--- config.mk ---
export PLATFORM = sky130hd
export DESIGN_NAME = demux_1to4_reg
export DESIGN_NICKNAME = d
export VERILOG_FILES = /design/src/rtl/demux_1to4_reg.sv
export SDC_FILE = /design/constraint.sdc
export NUM_CORES = 1
export LEC_CHECK = 0
export ABC_AREA = 1
export BUFFER_PORTS_ARGS = -buffer_cell sky130_fd_sc_hd__buf_2
export CAP_MARGIN = 20
export CELL_PAD_IN_SITES_DETAIL_PLACEMENT = 0
export CELL_PAD_IN_SITES_GLOBAL_PLACEMENT = 1
export CORE_ASPECT_RATIO = 0.75
export CORE_MARGIN = 10
export CORE_UTILIZATION = 35
export DETAILED_ROUTE_END_ITERATION = 8
export PLACE_DENSITY = 0.89
export SYNTH_ARGS = -nofsm -noshare
export SYNTH_HDL_FRONTEND = slang
export SYNTH_SLANG_ARGS = --single-unit
--- constraint.sdc ---
create_clock -name clk -period 1.6 [get_ports clk]
set_input_delay 0.32 -clock clk [delete_from_list [all_inputs] [get_ports clk]]
set_output_delay 0.32 -clock clk [all_outputs]
set_load 0.005 [all_outputs]
--- src/rtl/demux_1to4_reg.sv ---
// rtl/demux_1to4_reg.sv - registered 1-to-4 write demux with per-slot valid and overwrite tracking
module demux_1to4_reg #(
    parameter int WIDTH     = 32,
    parameter int CNT_WIDTH = 8
) (
    input  logic                 clk,
    input  logic                 reset,
    input  logic [WIDTH-1:0]     data_i,
    input  logic [1:0]           selector,
    input  logic                 wr_en,
    input  logic [3:0]           rd_ack,
    output logic [WIDTH-1:0]     data_1,
    output logic [WIDTH-1:0]     data_2,
    output logic [WIDTH-1:0]     data_3,
    output logic [WIDTH-1:0]     data_4,
    output logic [3:0]           valid_o,
    output logic                 overwrite_o,
    output logic [CNT_WIDTH-1:0] overwrite_cnt
);

    logic [3:0]           wr_onehot;
    logic                 overwrite_hit;
    logic [3:0]           valid_next;

    always_comb begin
        wr_onehot = 4'b0000;
        if (wr_en) begin
            wr_onehot[selector] = 1'b1;
        end
        // An ack in the same edge as the write counts as consumption, so no loss
        overwrite_hit = |(wr_onehot & valid_o & ~rd_ack);
        valid_next    = (valid_o & ~rd_ack) | wr_onehot;
    end

    always_ff @(posedge clk) begin
        if (reset) begin
            data_1        <= '0;
            data_2        <= '0;
            data_3        <= '0;
            data_4        <= '0;
            valid_o       <= 4'b0000;
            overwrite_o   <= 1'b0;
            overwrite_cnt <= '0;
        end else begin
            if (wr_onehot[0]) data_1 <= data_i;
            if (wr_onehot[1]) data_2 <= data_i;
            if (wr_onehot[2]) data_3 <= data_i;
            if (wr_onehot[3]) data_4 <= data_i;
            valid_o     <= valid_next;
            overwrite_o <= overwrite_hit;
            if (overwrite_hit && (overwrite_cnt != {CNT_WIDTH{1'b1}})) begin
                overwrite_cnt <= overwrite_cnt + 1'b1;
            end
        end
    end

endmodule

==> summary.json, run 1 <==
{
  "netlist_area_um2": 5160,
  "number_of_buffers_added_on_ports": 181,
  "max_slew_margin": 0.752,
  "crit_path_cell_trace": "ha_1 > nand2_2 > nor3_4 > nand3_4 > nand2_8 > nand2_1 > a21oi_2",
  "detail_route.vias_per_cell": 4.56,
  "synth.top_cells.by_area": "sky130_fd_sc_hd__dfxtp_1 55%, sky130_fd_sc_hd__o21ai_0 12%, sky130_fd_sc_hd__nor2_1 9.7%",
  "outcome": "complete, no violations",
  "floorplan.initialDensity": 0.357,
  "postCtsHoldBufs": 0,
  "cts_root_buf": "sky130_fd_sc_hd__clkbuf_16",
  "clock_skew_ps": 3.68,
  "critPathCaptureType": "register",
  "fmaxAchievable_ghz": 0.670,
  "ant_nets": 0,
  "crit_type": "reg2reg",
  "insertion_delay_ps": 400,
  "cellPowerDensity_nw_per_um2": 1230,
  "ir_drop_uv": 699,
  "setup_viol": 0,
  "clock-sinks": 141,
  "gp_routability_congestion": 0.830,
  "number_of_diodes": 0,
  "layout_min_cycle_time_ps": 1490,
  "core.rowCount": 38,
  "global_route_total_usage_across_every_layer": 0.154,
  "die_height_um": 125,
  "synthDominantAreaCellType": "sky130_fd_sc_hd__dfxtp_1",
  "family_with_the_most_delay_on_the_worst_path": "simple AND/OR/NAND/NOR gates",
  "final_net_count": 868,
  "postSynthRegisterBits": 141,
  "maximum_number_of_pins_on_one_net_before_global_route_repair": 79,
  "max_slew.worst_pin.slew_ps": 372,
  "design.die.area_um2": 20000,
  "dr.first_iter.drc_count": 221,
  "area_delta_synth_final_pct": 34.8,
  "worstSetupStartpointType": "register",
  "h-tree-depth": 4,
  "setup_total_negative_slack_ps": 0,
  "maximum_capacitance_violations": 0,
  "finalCritPeriodShare": 0.932,
  "rsz0062_at_grt": "no",
  "n_fill_cell": 1453,
  "avgSynthCellArea_um2": 7.93,
  "worst-path-max-fanout": 9,
  "die_width_um": 160,
  "antenna_found_initial": 0,
  "crit_arrival_ps": 1820,
  "yosys_warnings": 0,
  "worst_path_largest_cell_delay_ps": 380,
  "dpl_worst_slack_ps": 127,
  "worst-path-buf-inv": 0,
  "timing.final.ws_setup_ps": 108,
  "drt_wl_total_um": 15600,
  "reg2reg_setup_slack_ps": 110,
  "number_of_different_library_cells_in_the_post_synthesis_netlist": 23,
  "critical_path.slowest_cell": "sky130_fd_sc_hd__dfxtp_1",
  "dpl.hpwl_um": 11100,
  "grt_pass1_vias": 4590,
  "holdCritPathClass": "in2reg",
  "leakagePower_uw": 0.00316,
  "design.portCount": 182,
  "numCtsBuffers": 17,
  "total_power_uw": 8580,
  "remaining_drc_errors": 0,
  "grt_first_pass_wirelength_um": 25200,
  "dr_total_vias": 4730,
  "clock_path_buffers": 2,
  "path_clk_slew_ps": 60,
  "report.final.hold_viol_count": 0,
  "core_region_area_um2": 14500,
  "gr-total-overflow": 0,
  "yosysSeqAreaShare": 0.547,
  "cts_tree": "built",
  "routedWlPerCell_um": 15.0,
  "required_ps": 1930,
  "syn_inst": 651,
  "drt_first_pass_iters": 4,
  "synth_top_area_share": 0.547,
  "final_max_slew_viol_count": 0,
  "synth_fp_nets": 693,
  "final_layout_size_suffix_gt1_frac": 0.303
}
metal layers:
layer,vias up,part of all wire,GRT usage
met1,2149,0.46,0.192
met4,0,0.0062,0.0399
met3,8,0.086,0.0672
met2,132,0.45,0.239
li1,2441,-,-
met5,-,0,0
layout make-up:
cell class                 instances  area, µm²  area share
sequential                       141       2820       0.406
multi-input combinational        389       1880       0.271
timing repair buffer             197       1090       0.156
clock buffer                      19        443      0.0637
inverter                          80        300      0.0432
tap                              200        250      0.0360
clock inverter                    11        169      0.0243
cell families (layout without fill, tap and decap cells):
group / Yosys count / in the layout / share of synthesized area
buffers and inverters: 121 / 307 / 0.0917
flip-flops: 141 / 141 / 0.547
adder cells (fa/ha/maj): 1 / 1 / 0.00242
XOR/XNOR: 3 / 3 / 0.00509
AND/OR/NAND/NOR: 179 / 179 / 0.148
AO/OA/AOI/OAI: 206 / 206 / 0.206
power breakdown:
| group | internal [µW] | total [µW] | switching, µW |
|---|---|---|---|
| combinational | 302 | 728 | 426 |
| sequential | 3690 | 3770 | 84.3 |
| clock | 2630 | 4080 | 1460 |
placed cells by master, fill, tap and decap left out, types with 2 or more instances in the layout:
cell and n:
sky130_fd_sc_hd__buf_2 181, sky130_fd_sc_hd__dfxtp_1 141, sky130_fd_sc_hd__nor2_1 134, sky130_fd_sc_hd__o21ai_0 120, sky130_fd_sc_hd__inv_1 76, sky130_fd_sc_hd__a21oi_1 69
sky130_fd_sc_hd__clkbuf_16 17, sky130_fd_sc_hd__nand2_1 16, sky130_fd_sc_hd__nand3_1 11, sky130_fd_sc_hd__buf_4 11, sky130_fd_sc_hd__o21ai_1 9, sky130_fd_sc_hd__a21oi_2 8
sky130_fd_sc_hd__nand2_2 6, sky130_fd_sc_hd__buf_12 5, sky130_fd_sc_hd__inv_2 4, sky130_fd_sc_hd__bufinv_16 4, sky130_fd_sc_hd__clkinvlp_4 4, sky130_fd_sc_hd__nand3_2 3
sky130_fd_sc_hd__nor2_2 3, sky130_fd_sc_hd__xor2_1 3, sky130_fd_sc_hd__clkinv_2 2
flip-flops by register name, indices dropped and copies added (netlist names):
| name | count |
|---|---|
| data_1 | 32 |
| data_2 | 32 |
| data_3 | 32 |
| data_4 | 32 |
| overwrite_cnt | 8 |
| overwrite_o | 1 |
| valid_o | 4 |
cell usage after synthesis, drive strengths merged:
cell,number
buf,16
nand4,1
clkbuf,25
nand3b,1
o21ai,129
inv,80
nand3,15
dfxtp,141
a21oi,77
xor2,3
nand2,24
ha,1
nor2,137
nor3,1
what timing repair did:
action	in CTS	in global routing
setup endpoints to repair	0	1
setup buffers	0	0
resized for setup	0	1
through the flow:
stage	instance area, µm²	instances	utilization	hold WS (ps)
4_1_cts	6950	1037	0.481	179
3_3_place_gp	6340	1007	0.438	428
5_1_grt	6960	1037	0.481	209
3_5_place_dp	6340	1007	0.438	431
6_report	6960	1037	0.481	203
2_1_floorplan	5160	651	-	382
final timing paths:
check,cells past startpoint,end,start
setup / recovery,7,overwrite_cnt[2],overwrite_cnt[1]
hold / removal,4,valid_o[3],rd_ack[3]
setup reg to reg,7,overwrite_cnt[2],overwrite_cnt[1]
hold reg to reg,2,data_4[9],data_4[9]
tightest hold or removal path, stage by stage:
cell and delay (ps):
sky130_fd_sc_hd__buf_2 70, sky130_fd_sc_hd__inv_1 30, sky130_fd_sc_hd__nand2_1 70, sky130_fd_sc_hd__a21oi_1 60
(Power assumes the default switching activity.)
==> run 2: changes to the inputs <==
--- a/config.mk
+++ b/config.mk
@@ -13,6 +13,7 @@
 export CORE_ASPECT_RATIO = 0.75
 export CORE_MARGIN = 10
 export CORE_UTILIZATION = 35
+export CTS_BUF_LIST = sky130_fd_sc_hd__clkbuf_16
 export DETAILED_ROUTE_END_ITERATION = 8
 export PLACE_DENSITY = 0.89
 export SYNTH_ARGS = -nofsm -noshare
==> run 2 against run 1 <==
  * Routed wire length about the same
  * Die area is the same
  * Sequential cell count did not move
  * Setup slack is essentially flat
  * Largest cell class unchanged
  * First-iteration DRC count fell by 4.1%
  * Register-to-register slack about the same
  * Sequential share of layout area increased by 0.058 points
  * Highest routed layer unchanged
==> summary.json, run 2 (synthesized netlist as in run 1, its figures left out) <==
{
  "outcome": {"value": "complete, no violations", "change": "unchanged"},
  "crit_type": {"value": "reg2reg", "change": "unchanged"},
  "timing.final.ws_setup": {"value": 108, "unit": "ps", "change": "about the same"},
  "layout.cells.most_common_list": {"value": "181 x sky130_fd_sc_hd__buf_2, 141 x sky130_fd_sc_hd__dfxtp_1, 134 x sky130_fd_sc_hd__nor2_1", "change": "unchanged"},
  "whs_path_depth": {"value": 4, "change": "unchanged"},
  "fmaxAchievable": {"value": 0.670, "unit": "GHz", "change": "about the same"},
  "clock-sinks": {"value": 141, "change": "unchanged"},
  "cts_root_buf": {"value": "sky130_fd_sc_hd__clkbuf_16", "change": "unchanged"},
  "postCtsSetupBuffers": {"value": 0, "change": "unchanged"},
  "drt_first_pass_iters": {"value": 4, "change": "unchanged"},
  "dr_total_vias": {"value": 4730, "change": "unchanged"},
  "die_width": {"value": 160, "unit": "µm", "change": "unchanged"},
  "gp_routability_congestion": {"value": 0.830, "change": "unchanged"},
  "routedWlPerCell": {"value": 15.0, "unit": "µm", "change": "about the same"},
  "remaining_drc_errors": {"value": 0, "change": "unchanged"},
  "rsz0062_at_grt": {"value": "no", "change": "unchanged"},
  "global_route_total_usage_across_every_layer": {"value": 0.154, "change": "unchanged"},
  "required": {"value": 1930, "unit": "ps", "change": "about the same"},
  "maximum_capacitance_violations": {"value": 0, "change": "unchanged"},
  "antenna_found_initial": {"value": 0, "change": "unchanged"},
  "dpl_worst_slack": {"value": 127, "unit": "ps", "change": "unchanged"},
  "detail_route.vias_per_cell": {"value": 4.56, "change": "unchanged"},
  "die_height": {"value": 125, "unit": "µm", "change": "unchanged"},
  "leakagePower": {"value": 0.00316, "unit": "µW", "change": "about the same"},
  "critical_path.slowest_cell": {"value": "sky130_fd_sc_hd__dfxtp_1", "change": "unchanged"},
  "maximum_number_of_pins_on_one_net_before_global_route_repair": {"value": 79, "change": "unchanged"},
  "core_region_area": {"value": 14500, "unit": "µm²", "change": "unchanged"},
  "drt_wl_total": {"value": 15600, "unit": "µm", "change": "about the same"},
  "postCtsHoldBufs": {"value": 0, "change": "unchanged"},
  "path_clk_slew": {"value": 60, "unit": "ps", "change": "about the same"},
  "numCtsBuffers": {"value": 17, "change": "unchanged"},
  "report.final.hold_viol_count": {"value": 0, "change": "unchanged"},
  "worst-path-max-fanout": {"value": 9, "change": "unchanged"},
  "design.die.area": {"value": 20000, "unit": "µm²", "change": "unchanged"},
  "floorplan.initialDensity": {"value": 0.357, "change": "unchanged"},
  "ant_nets": {"value": 0, "change": "unchanged"},
  "cell_count_final_fillers_out": {"value": 1037, "change": "unchanged"},
  "number_of_diodes": {"value": 0, "change": "unchanged"},
  "h-tree-depth": {"value": 4, "change": "unchanged"},
  "ir_drop": {"value": 699, "unit": "µV", "change": "about the same"},
  "finalCritPeriodShare": {"value": 0.932, "change": "about the same"},
  "gr-total-overflow": {"value": 0, "change": "unchanged"},
  "worst_path_largest_cell_delay": {"value": 380, "unit": "ps", "change": "about the same"},
  "area_delta_synth_final": {"value": 34.6, "unit": "%", "change": "was 34.8%"},
  "final_layout_size_suffix_gt1_frac": {"value": 0.302, "change": "was 0.303"},
  "dp_cells": {"value": 1007, "change": "unchanged"},
  "final_max_slew_viol_count": {"value": 0, "change": "unchanged"},
  "setup_viol": {"value": 0, "change": "unchanged"},
  "clock_skew": {"value": 3.68, "unit": "ps", "change": "about the same"},
  "max_slew.worst_pin.slew": {"value": 373, "unit": "ps", "change": "was 372 ps"},
  "dpl.hpwl": {"value": 11100, "unit": "µm", "change": "unchanged"},
  "n_fill_cell": {"value": 1454, "change": "was 1453"},
  "critPathCaptureType": {"value": "register", "change": "unchanged"},
  "setup_total_negative_slack": {"value": 0, "unit": "ps", "change": "unchanged"},
  "grt_pass1_vias": {"value": 4590, "change": "unchanged"},
  "worstSetupStartpointType": {"value": "register", "change": "unchanged"},
  "crit_path_cell_trace": {"value": "ha_1 > nand2_2 > nor3_4 > nand3_4 > nand2_8 > nand2_1 > a21oi_2", "change": "unchanged"},
  "number_of_buffers_added_on_ports": {"value": 181, "change": "unchanged"},
  "grt_first_pass_wirelength": {"value": 25200, "unit": "µm", "change": "unchanged"},
  "layout_min_cycle_time": {"value": 1490, "unit": "ps", "change": "about the same"},
  "holdCritPathClass": {"value": "in2reg", "change": "unchanged"},
  "cellPowerDensity": {"value": 1230, "unit": "nW/µm²", "change": "about the same"},
  "core.rowCount": {"value": 38, "change": "unchanged"},
  "dr.first_iter.drc_count": {"value": 212, "change": "was 221"},
  "total_power": {"value": 8530, "unit": "µW", "change": "was 8580 µW"},
  "final_net_count": {"value": 868, "change": "unchanged"},
  "design.portCount": {"value": 182, "change": "unchanged"},
  "r2r.worst_path.cells": {"value": 7, "change": "unchanged"},
  "insertion_delay": {"value": 400, "unit": "ps", "change": "about the same"},
  "cts_tree": {"value": "built", "change": "unchanged"},
  "crit_arrival": {"value": 1820, "unit": "ps", "change": "about the same"},
  "max_slew_margin": {"value": 0.752, "change": "about the same"},
  "layout.core_utilization": {"value": 0.481, "change": "about the same"},
  "clock_path_buffers": {"value": 2, "change": "unchanged"},
  "layout.cells.most_common": {"value": "sky130_fd_sc_hd__buf_2", "change": "unchanged"},
  "reg2reg_setup_slack": {"value": 110, "unit": "ps", "change": "about the same"}
}
-- run 2: cell count changes in the layout (fill, tap and decap cells not counted), sizes merged --
| cell | before | now |
|---|---|---|
| inv | 80 | 81 |
| clkbuf | 19 | 17 |
| clkinv | 3 | 4 |
-- run 2: per-layer routing --
metal,global-route usage,vias up,part of all wire
li1,-,2441,-
met1,0.192,2149,0.46
met2,0.239,132,0.45
met3,0.0672,8,0.086
met4,0.0399,0,0.0062
met5,0,-,0
-- run 2: path summary, 6_finish.rpt --
| path | startpoint | endpoint |
|---|---|---|
| min | rd_ack[3] | valid_o[3] |
| max | overwrite_cnt[1] | overwrite_cnt[2] |
| min reg2reg | data_4[9] | data_4[9] |
| max reg2reg | overwrite_cnt[1] | overwrite_cnt[2] |
-- run 2: power breakdown --
group	switching, µW	internal [µW]	leakage [µW]
Combinational	426	302	0.00172
Sequential	84.3	3690	0.00115
Clock	1450	2570	0.000285
Total	1960	6560	0.00316
-- run 2: critical path, delay by kind of cell, from the launching register on --
family | cells | cell delay, ps
flip-flops | 1 | 380
AND/OR/NAND/NOR | 5 | 710
adder cells (fa/ha/maj) | 1 | 220
AO/OA/AOI/OAI | 1 | 120
-- run 2: repair_timing --
action,4_1_cts,5_1_grt
resized for setup,0,1
hold endpoints to repair,0,0
setup endpoints to repair,0,1
-- run 2: area by class of cell --
type,instances,area [µm²],share of cell area
repair buffers,197,1090,0.157
multi-input cells,389,1880,0.271
inverters,80,300,0.0432
flip-flops and latches,141,2820,0.406
well taps,200,250,0.0360
clock buffers,17,425,0.0612
clock inverters,13,176,0.0254
-- run 2: stage by stage --
step                      instance area (µm²)  hold slack (ps)
after floorplan                          5160              382
after CTS                                6940              179
after detailed placement                 6340              431
final                                    6950              203
after global routing                     6950              209
after global placement                   6340              428
